[src/rtl/otter_pkg.sv]
// Shared OTTER definitions: instruction formats, major opcodes and the field bundle
// handed from the request stage to the instruction packer.
package otter_pkg;

  typedef enum logic [2:0] {
    FMT_R = 3'd0,
    FMT_I = 3'd1,
    FMT_S = 3'd2,
    FMT_B = 3'd3,
    FMT_U = 3'd4,
    FMT_J = 3'd5
  } instr_fmt_t;

  localparam logic [6:0] OP_REG    = 7'b0110011;
  localparam logic [6:0] OP_IMM    = 7'b0010011;
  localparam logic [6:0] OP_LOAD   = 7'b0000011;
  localparam logic [6:0] OP_STORE  = 7'b0100011;
  localparam logic [6:0] OP_BRANCH = 7'b1100011;
  localparam logic [6:0] OP_LUI    = 7'b0110111;
  localparam logic [6:0] OP_AUIPC  = 7'b0010111;
  localparam logic [6:0] OP_JAL    = 7'b1101111;
  localparam logic [6:0] OP_JALR   = 7'b1100111;

  typedef struct packed {
    logic [2:0]  fmt;
    logic [6:0]  opcode;
    logic [2:0]  funct3;
    logic [6:0]  funct7;
    logic [4:0]  rd;
    logic [4:0]  rs1;
    logic [4:0]  rs2;
    logic [31:0] imm;
  } instr_fields_t;

  // True when v[31:lsb] are all copies of the sign bit, i.e. v fits in lsb+1 signed bits.
  function automatic logic all_same(input logic [31:0] v, input int lsb);
    logic r;
    r = 1'b1;
    for (int i = 0; i < 32; i++) begin
      if (i >= lsb && v[i] != v[31]) r = 1'b0;
    end
    return r;
  endfunction

endpackage

[src/rtl/otter_instr_pack.sv]
// Combinational packer: scatters the immediate back into the RV32I bit positions the
// immediate generator gathers from, and flags immediates the format cannot carry.
module otter_instr_pack
  import otter_pkg::*;
(
  input  instr_fields_t i_fields,
  output logic [31:0]   o_ir,
  output logic          o_err
);

  logic [31:0] w_imm;
  assign w_imm = i_fields.imm;

  always_comb begin
    o_ir  = '0;
    o_err = 1'b0;
    case (i_fields.fmt)
      FMT_R: begin
        o_ir = {i_fields.funct7, i_fields.rs2, i_fields.rs1, i_fields.funct3,
                i_fields.rd, i_fields.opcode};
      end
      FMT_I: begin
        o_ir  = {w_imm[11:0], i_fields.rs1, i_fields.funct3, i_fields.rd, i_fields.opcode};
        o_err = !all_same(w_imm, 11);
      end
      FMT_S: begin
        o_ir  = {w_imm[11:5], i_fields.rs2, i_fields.rs1, i_fields.funct3,
                 w_imm[4:0], i_fields.opcode};
        o_err = !all_same(w_imm, 11);
      end
      FMT_B: begin
        o_ir  = {w_imm[12], w_imm[10:5], i_fields.rs2, i_fields.rs1, i_fields.funct3,
                 w_imm[4:1], w_imm[11], i_fields.opcode};
        o_err = !all_same(w_imm, 12) || w_imm[0];
      end
      FMT_U: begin
        o_ir  = {w_imm[31:12], i_fields.rd, i_fields.opcode};
        o_err = |w_imm[11:0];
      end
      FMT_J: begin
        o_ir  = {w_imm[20], w_imm[10:1], w_imm[11], w_imm[19:12], i_fields.rd, i_fields.opcode};
        o_err = !all_same(w_imm, 20) || w_imm[0];
      end
      // Illegal format codes produce a zero word so nothing executable leaks out.
      default: begin
        o_ir  = '0;
        o_err = 1'b1;
      end
    endcase
  end

endmodule

[src/rtl/otter_instr_encoder.sv]
// Two-stage valid/ready wrapper around the instruction packer: S1 holds raw fields,
// S2 holds the packed word, with saturating counts of good and rejected deliveries.
module otter_instr_encoder #(
  parameter int CNT_W = 16
) (
  input  logic             CLK,
  input  logic             RST,
  input  logic             in_valid,
  output logic             in_ready,
  input  logic [2:0]       in_fmt,
  input  logic [6:0]       in_opcode,
  input  logic [2:0]       in_funct3,
  input  logic [6:0]       in_funct7,
  input  logic [4:0]       in_rd,
  input  logic [4:0]       in_rs1,
  input  logic [4:0]       in_rs2,
  input  logic [31:0]      in_imm,
  output logic             out_valid,
  input  logic             out_ready,
  output logic [31:0]      out_ir,
  output logic             out_err,
  output logic [CNT_W-1:0] enc_cnt,
  output logic [CNT_W-1:0] err_cnt
);
  import otter_pkg::*;

  instr_fields_t    r_s1;
  logic             r_s1_valid;
  logic             r_s2_valid;
  logic [31:0]      r_s2_ir;
  logic             r_s2_err;
  logic [CNT_W-1:0] r_enc_cnt;
  logic [CNT_W-1:0] r_err_cnt;

  logic             w_s2_load;
  logic             w_s1_load;
  logic             w_out_fire;
  logic [31:0]      w_pack_ir;
  logic             w_pack_err;

  // Each stage may load when it is empty or its occupant leaves this cycle.
  assign w_s2_load  = !r_s2_valid || out_ready;
  assign w_s1_load  = !r_s1_valid || w_s2_load;
  assign w_out_fire = r_s2_valid && out_ready;

  assign in_ready  = w_s1_load;
  assign out_valid = r_s2_valid;
  assign out_ir    = r_s2_ir;
  assign out_err   = r_s2_err;
  assign enc_cnt   = r_enc_cnt;
  assign err_cnt   = r_err_cnt;

  otter_instr_pack u_pack (
    .i_fields (r_s1),
    .o_ir     (w_pack_ir),
    .o_err    (w_pack_err)
  );

  always_ff @(posedge CLK) begin
    if (RST) begin
      r_s1_valid <= 1'b0;
      r_s1       <= '0;
    end else if (w_s1_load) begin
      r_s1_valid <= in_valid;
      if (in_valid) begin
        r_s1 <= '{fmt: in_fmt, opcode: in_opcode, funct3: in_funct3, funct7: in_funct7,
                  rd: in_rd, rs1: in_rs1, rs2: in_rs2, imm: in_imm};
      end
    end
  end

  always_ff @(posedge CLK) begin
    if (RST) begin
      r_s2_valid <= 1'b0;
      r_s2_ir    <= '0;
      r_s2_err   <= 1'b0;
    end else if (w_s2_load) begin
      r_s2_valid <= r_s1_valid;
      if (r_s1_valid) begin
        r_s2_ir  <= w_pack_ir;
        r_s2_err <= w_pack_err;
      end
    end
  end

  always_ff @(posedge CLK) begin
    if (RST) begin
      r_enc_cnt <= '0;
      r_err_cnt <= '0;
    end else if (w_out_fire) begin
      if (!r_s2_err && r_enc_cnt != {CNT_W{1'b1}}) r_enc_cnt <= r_enc_cnt + 1'b1;
      if (r_s2_err && r_err_cnt != {CNT_W{1'b1}}) r_err_cnt <= r_err_cnt + 1'b1;
    end
  end

endmodule
[config.mk]
export PLATFORM = sky130hd
export DESIGN_NAME = otter_instr_encoder
export DESIGN_NICKNAME = d
export VERILOG_FILES = /design/src/rtl/otter_pkg.sv /design/src/rtl/otter_instr_pack.sv /design/src/rtl/otter_instr_encoder.sv
export SDC_FILE = /design/constraint.sdc
export NUM_CORES = 1
export LEC_CHECK = 0
export ABC_AREA = 1
export CAP_MARGIN = 5
export CELL_PAD_IN_SITES_DETAIL_PLACEMENT = 2
export CELL_PAD_IN_SITES_GLOBAL_PLACEMENT = 2
export CORE_ASPECT_RATIO = 2
export CORE_UTILIZATION = 25
export DETAILED_ROUTE_END_ITERATION = 10
export GPL_TIMING_DRIVEN = 0
export PLACE_DENSITY_LB_ADDON = 0.1
export SYNTH_ARGS = -nofsm -noshare
export SYNTH_HDL_FRONTEND = slang
export SYNTH_SLANG_ARGS = --single-unit
export TNS_END_PERCENT = 30
[constraint.sdc]
create_clock -name CLK -period 1.4 [get_ports CLK]
set_input_delay 0.21 -clock CLK [delete_from_list [all_inputs] [get_ports CLK]]
set_output_delay 0.21 -clock CLK [all_outputs]
set_load 0.005 [all_outputs]
== Word level (Yosys, flattened, before mapping) ==
Index checks and enable logic that the tools add are counted.

* Add/subtract/negate cells: 2
* Multiply operators: 0
* Muxes and demuxes: 56
* Reduce and logical (&&, ||, !) cells: 20
* Shifts and indexed selects: 0
* Eq/ne operators: 27
* Div/mod/pow operators: 0
* $lt $le $gt $ge: 0
* Bitwise operators: 0

{| class="wikitable"
|+ Operators by type and width
! operator !! number
|-
| $pmux W32 S6 || 1
|-
| $mux W1 || 54
|-
| $add A16 B1 Y16 const B || 2
|-
| $ne A16 B16 Y1 const B || 2
|-
| $ne A1 B1 Y1 || 20
|-
| $reduce_or A12 Y1 || 1
|-
| $reduce_and A2 Y1 || 4
|-
| $logic_not A1 Y1 || 7
|-
| $eq A3 B2 Y1 const B || 2
|-
| $eq A3 B3 Y1 const B || 2
|-
| $pmux W1 S6 || 1
|-
| $logic_or A1 B1 Y1 || 4
|-
| $eq A3 B1 Y1 const B || 1
|-
| $logic_and A1 B1 Y1 || 3
|-
| $logic_not A3 Y1 || 1
|}

* Memories: 0
* Bits in read-only memories: 0
* Bits in registers: 134
* Bits in latches: 0
* Output and inout port bits: 67
* RAM bits: 0
* Input port bits: 71
* Word-level logic and storage cells: 119

== Depth between registers and ports, before layout ==
Gate-level depths: netlist of run 1.

* Word-level depth: 24
* Gate-level depth with buffers: 12
* Mapped depth without buffers: 12

== Cells and area by module ==
Synthesis of run 1 repeated with hierarchy kept, for this count alone.

* Cell total of the unflattened synthesis: 956
* Area, all modules: 6323.6 um2

{| class="wikitable"
|+ By module, submodules not included
! module !! instances !! cells an instance !! area an instance (um2)
|-
| otter_instr_encoder || 1 || 770 || 5460.2
|-
| otter_instr_pack || 1 || 186 || 863.3
|}

== Least setup slack after synthesis of run 1 ==
OpenSTA, ideal clock, no wires.

* Path type: reg-to-reg
* From: register r_enc_cnt[0] (netlist: enc_cnt[0])
* To: register r_enc_cnt[14] (netlist: enc_cnt[14])
* Data arrival time: 1.479 ns
* Stages on the path, launching flop included: 12
* Library setup time: 0.132 ns
* Buffers on the path: 1
* Setup slack: -0.211 ns
* Clock period less this slack: 1.611 ns
* Cell sequence: dfxtp_1 ha_1 nand2_1 nor2_2 nand2_2 nor2_2 nand2_2 nand2_4 inv_2 buf_6 nand2_1 a21oi_2

* Longest elaborated chain between the ends: 3
* Elaborated cells between the ends (all ways): 4

{| class="wikitable"
|+ RTL lines
! item !! RTL line !! text
|-
| start: declaration || otter_instr_encoder.sv:32 || <nowiki>logic [CNT_W-1:0] r_enc_cnt;</nowiki>
|-
| start signal: assignment || otter_instr_encoder.sv:91 || <nowiki>if (!r_s2_err && r_enc_cnt != {CNT_W{1'b1}}) r_enc_cnt <= r_enc_cnt + 1'b1;</nowiki>
|-
| parallel branches: the longest is 3 deep, another holds $add A16 B1 Y16 || - ||
|}

Several ways; the timed one is not identified.
A chain may end at the register's enable or synchronous reset.

== Worst setup path after layout of run 1 ==
Ends and elaborated chain as after synthesis.

==> results of run 1 <==
path summary, 6_finish.rpt:
path / from / endpoint / slack [ps]
min: in_rs2[4] / r_s1[36] / 400
min reg2reg: r_s1[53] / r_s1[53] / 450
max: enc_cnt[0] / enc_cnt[14] / -210
max reg2reg: enc_cnt[0] / enc_cnt[14] / -210
cells in the final DEF, fill, tap and decap left out, drive strengths merged, types with 12 or more instances in the layout:
| master | count |
|---|---|
| nand2 | 203 |
| dfxtp | 134 |
| nor2 | 119 |
| a21oi | 88 |
| o21ai | 77 |
| inv | 75 |
| clkdlybuf4s50 | 71 |
| dlygate4sd2 | 63 |
| clkbuf | 48 |
| nand3 | 38 |
| buf | 38 |
| nor3 | 12 |
registers in the layout, indices dropped and copies added, names as in the netlist:
signal / count
r_s1: 67
out_ir: 32
enc_cnt: 16
err_cnt: 16
out_err: 1
out_valid: 1
r_s1_valid: 1
logic make-up after synthesis:
logic type / Yosys count / share of synthesized area [%]
buffers and inverters: 111 / 7.68
flip-flops: 134 / 45.1
adder cells (fa/ha/maj): 2 / 0.421
XOR/XNOR: 18 / 2.65
AND/OR/NAND/NOR: 385 / 26.8
AO/OA/AOI/OAI: 187 / 17.3
worst register-to-register path, cell delays in order (launching register included):
cell       delay, ps
dfxtp_4          370
ha_4             160
nand2_4           50
nor2_4           120
nand2_4           80
nor2_4           130
nand2_2           70
nand2_4          150
inv_8             70
clkbuf_16        170
nand2_4           60
a21oi_2           50
power by group through the flow:
stage | Clock, uW | Combinational, uW | Sequential, uW
after floorplan | 0 | 546 | 4180
after global placement | 0 | 1090 | 4230
after detailed placement | 0 | 1120 | 4240
after CTS | 4740 | 1130 | 4120
after global routing | 4900 | 1300 | 4140
final | 4620 | 1170 | 4110
routing by layer:
metal / part of all wire (%) / track usage (%)
met5: 0 / 0
met4: 2.4 / 8.15
met3: 2.2 / 3.01
met2: 61 / 44.7
met1: 34 / 18.6
metrics by stage:
stage | utilization (%) | worst slack (ps)
after detailed placement | 33.2 | -1030
after global placement | 33.2 | -1010
after global routing | 38.9 | -271
final | 38.9 | -207
after CTS | 37.0 | -193
after floorplan | - | -49.7
repair_timing:
item                                    CTS  global route
endpoints found under the setup margin  200            85
gates resized for setup                 202            99
pin swaps                                12            13
setup buffers                            10            13
gates cloned                              1             3
area by class of cell:
class,instances,area [um2],share of cell area (%)
Buffer,40,277,3.04
Timing Repair Buffer,163,1540,17.0
Inverter,71,284,3.13
Timing Repair inverter,1,8.76,0.0964
Sequential cell,134,2840,31.2
Multi-Input combinational cell,592,3190,35.1
Tap cell,283,354,3.90
Clock inverter,12,150,1.65
Clock buffer,20,447,4.92
==> flow_summary.ini, run 1 <==
[synth]
ys_types = 35
syn_nets = 910
synth_common_cells = 198 x nand2_1, 134 x dfxtp_1, 113 x nor2_1, 82 x a21oi_1, 77 x o21ai_0
ys_ff_latch = 134
synthCells = 837
yosys.area.top_type_share_pct = 45.1
syn_area_um2 = 5950
async_flop_share_pct = 0
syn_area_per_cell_um2 = 7.11
ys_top_cells_by_area = dfxtp_1 45%, nand2_1 12%, nor2_1 7.1%
yosysWarnings = 0
synth_edf_count = 0
ys_seq_area_share_pct = 45.1
synth_area_leader_cell = dfxtp_1
synth-main-ff-cell = dfxtp_1
synth.most_common_cell = nand2_1

[route]
drc = 16
num_vias = 6269
dr.pass1.iters = 9
drt_iter0_drc = 185
avgViaCountPerCell = 4.76
routedWlPerCell_um = 18.8
final_antenna_net_count = 0
wl_mm = 24.8

[critical_path]
reg2reg_depth = 11
arrival_ps = 1920
crit_path_end_kind = flop
crit_required_ps = 1710
crit_chain = ha_4 > nand2_4 > nor2_4 > nand2_4 > nor2_4 > nand2_2 > nand2_4 > inv_8 > clkbuf_16 > nand2_4 > a21oi_2
cp_num_buf_inv = 2
path_max_fanout = 5
crit_slowest_cell = dfxtp_4
worstSetupPathDepth = 11
critPathKind = reg2reg
critPathMaxStageDelay_ps = 370
cp_top_family = simple AND/OR/NAND/NOR gates
cpMostUsedCell = nand2_4
startpoint_type = flop

[layout]
finalNetCount = 1093
fin_cells = 1316
drive_gt1_share_pct = 23.7
syn_to_final_growth_pct = 52.7
final_area_um2 = 9080
nFillCells = 2753
diodes = 0

[clocking]
cts.path.max_buffers = 2
ctsHoldBuffers = 0
numClockSinks = 134
clock_latency_ps = 430
cts-root-buf = clkbuf_16
cts_made_buffers = 17
clkSlewWorstSetupHoldPaths_ps = 60
cts_tree = yes
htreeDepth = 4

[die]
ios = 138
num_rows = 79
die_h_um = 220
start_util_pct = 25.5
die_x_um = 111
core-area_um2 = 23300
die-area_um2 = 24500

[grt]
antenna_found_initial = 0
grt_pass1_vias = 6788
grt_pass1_wl_mm = 37.2
grt_max_degree = 17
gr-total-overflow = 0
grt_util_all_layers_pct = 20.6

[timing]
post-route-min-period_ps = 1610
finalWorstSetupSlack_ps = -207
setup_viol = 33
worstMarginPinSlew_ps = 832
tns_ps = -4200
skew_ps = 7.06
slew_headroom_pct = 44.6
hold_viol = 0
fmax_mhz = 622
drv_slew = 0
fin_crit_sh_pct = 115
rsz0062_at_grt = true
holdWs_ps = 396

[placement]
dpl_cell_area_um2 = 7750
dpl.hpwl_mm = 19.1
dp_cells = 1257
portBuffers = 137
finalWeightedCongestion = 0.799

[outcome]
violations = DRC, setup timing
run_status = finished, violations left

[power]
switching_power_uw = 2590
intPower_uw = 7310
peakVddDrop_v = 0.000585
combPwrFrac_pct = 11.8
p_leak_uw = 0.00397
power_density_nw_per_um2 = 1090
p_clk_share_pct = 46.6
p_seq_share_pct = 41.5
power_uw = 9900
swShare_pct = 26.2

[job]
maxCapViolations = 0

[min_path]
min_path_cells = 3
hp-class = in2reg
Note: power is estimated with default switching activity, not from simulation.
==> run 2, diff against run 1 <==
--- a/config.mk
+++ b/config.mk
@@ -14,6 +14,7 @@
 export DETAILED_ROUTE_END_ITERATION = 10
 export GPL_TIMING_DRIVEN = 0
 export PLACE_DENSITY_LB_ADDON = 0.1
+export SLEW_MARGIN = 20
 export SYNTH_ARGS = -nofsm -noshare
 export SYNTH_HDL_FRONTEND = slang
 export SYNTH_SLANG_ARGS = --single-unit
==> results of run 2 <==
Final layout, timing and power as in run 1 (identical DEF).
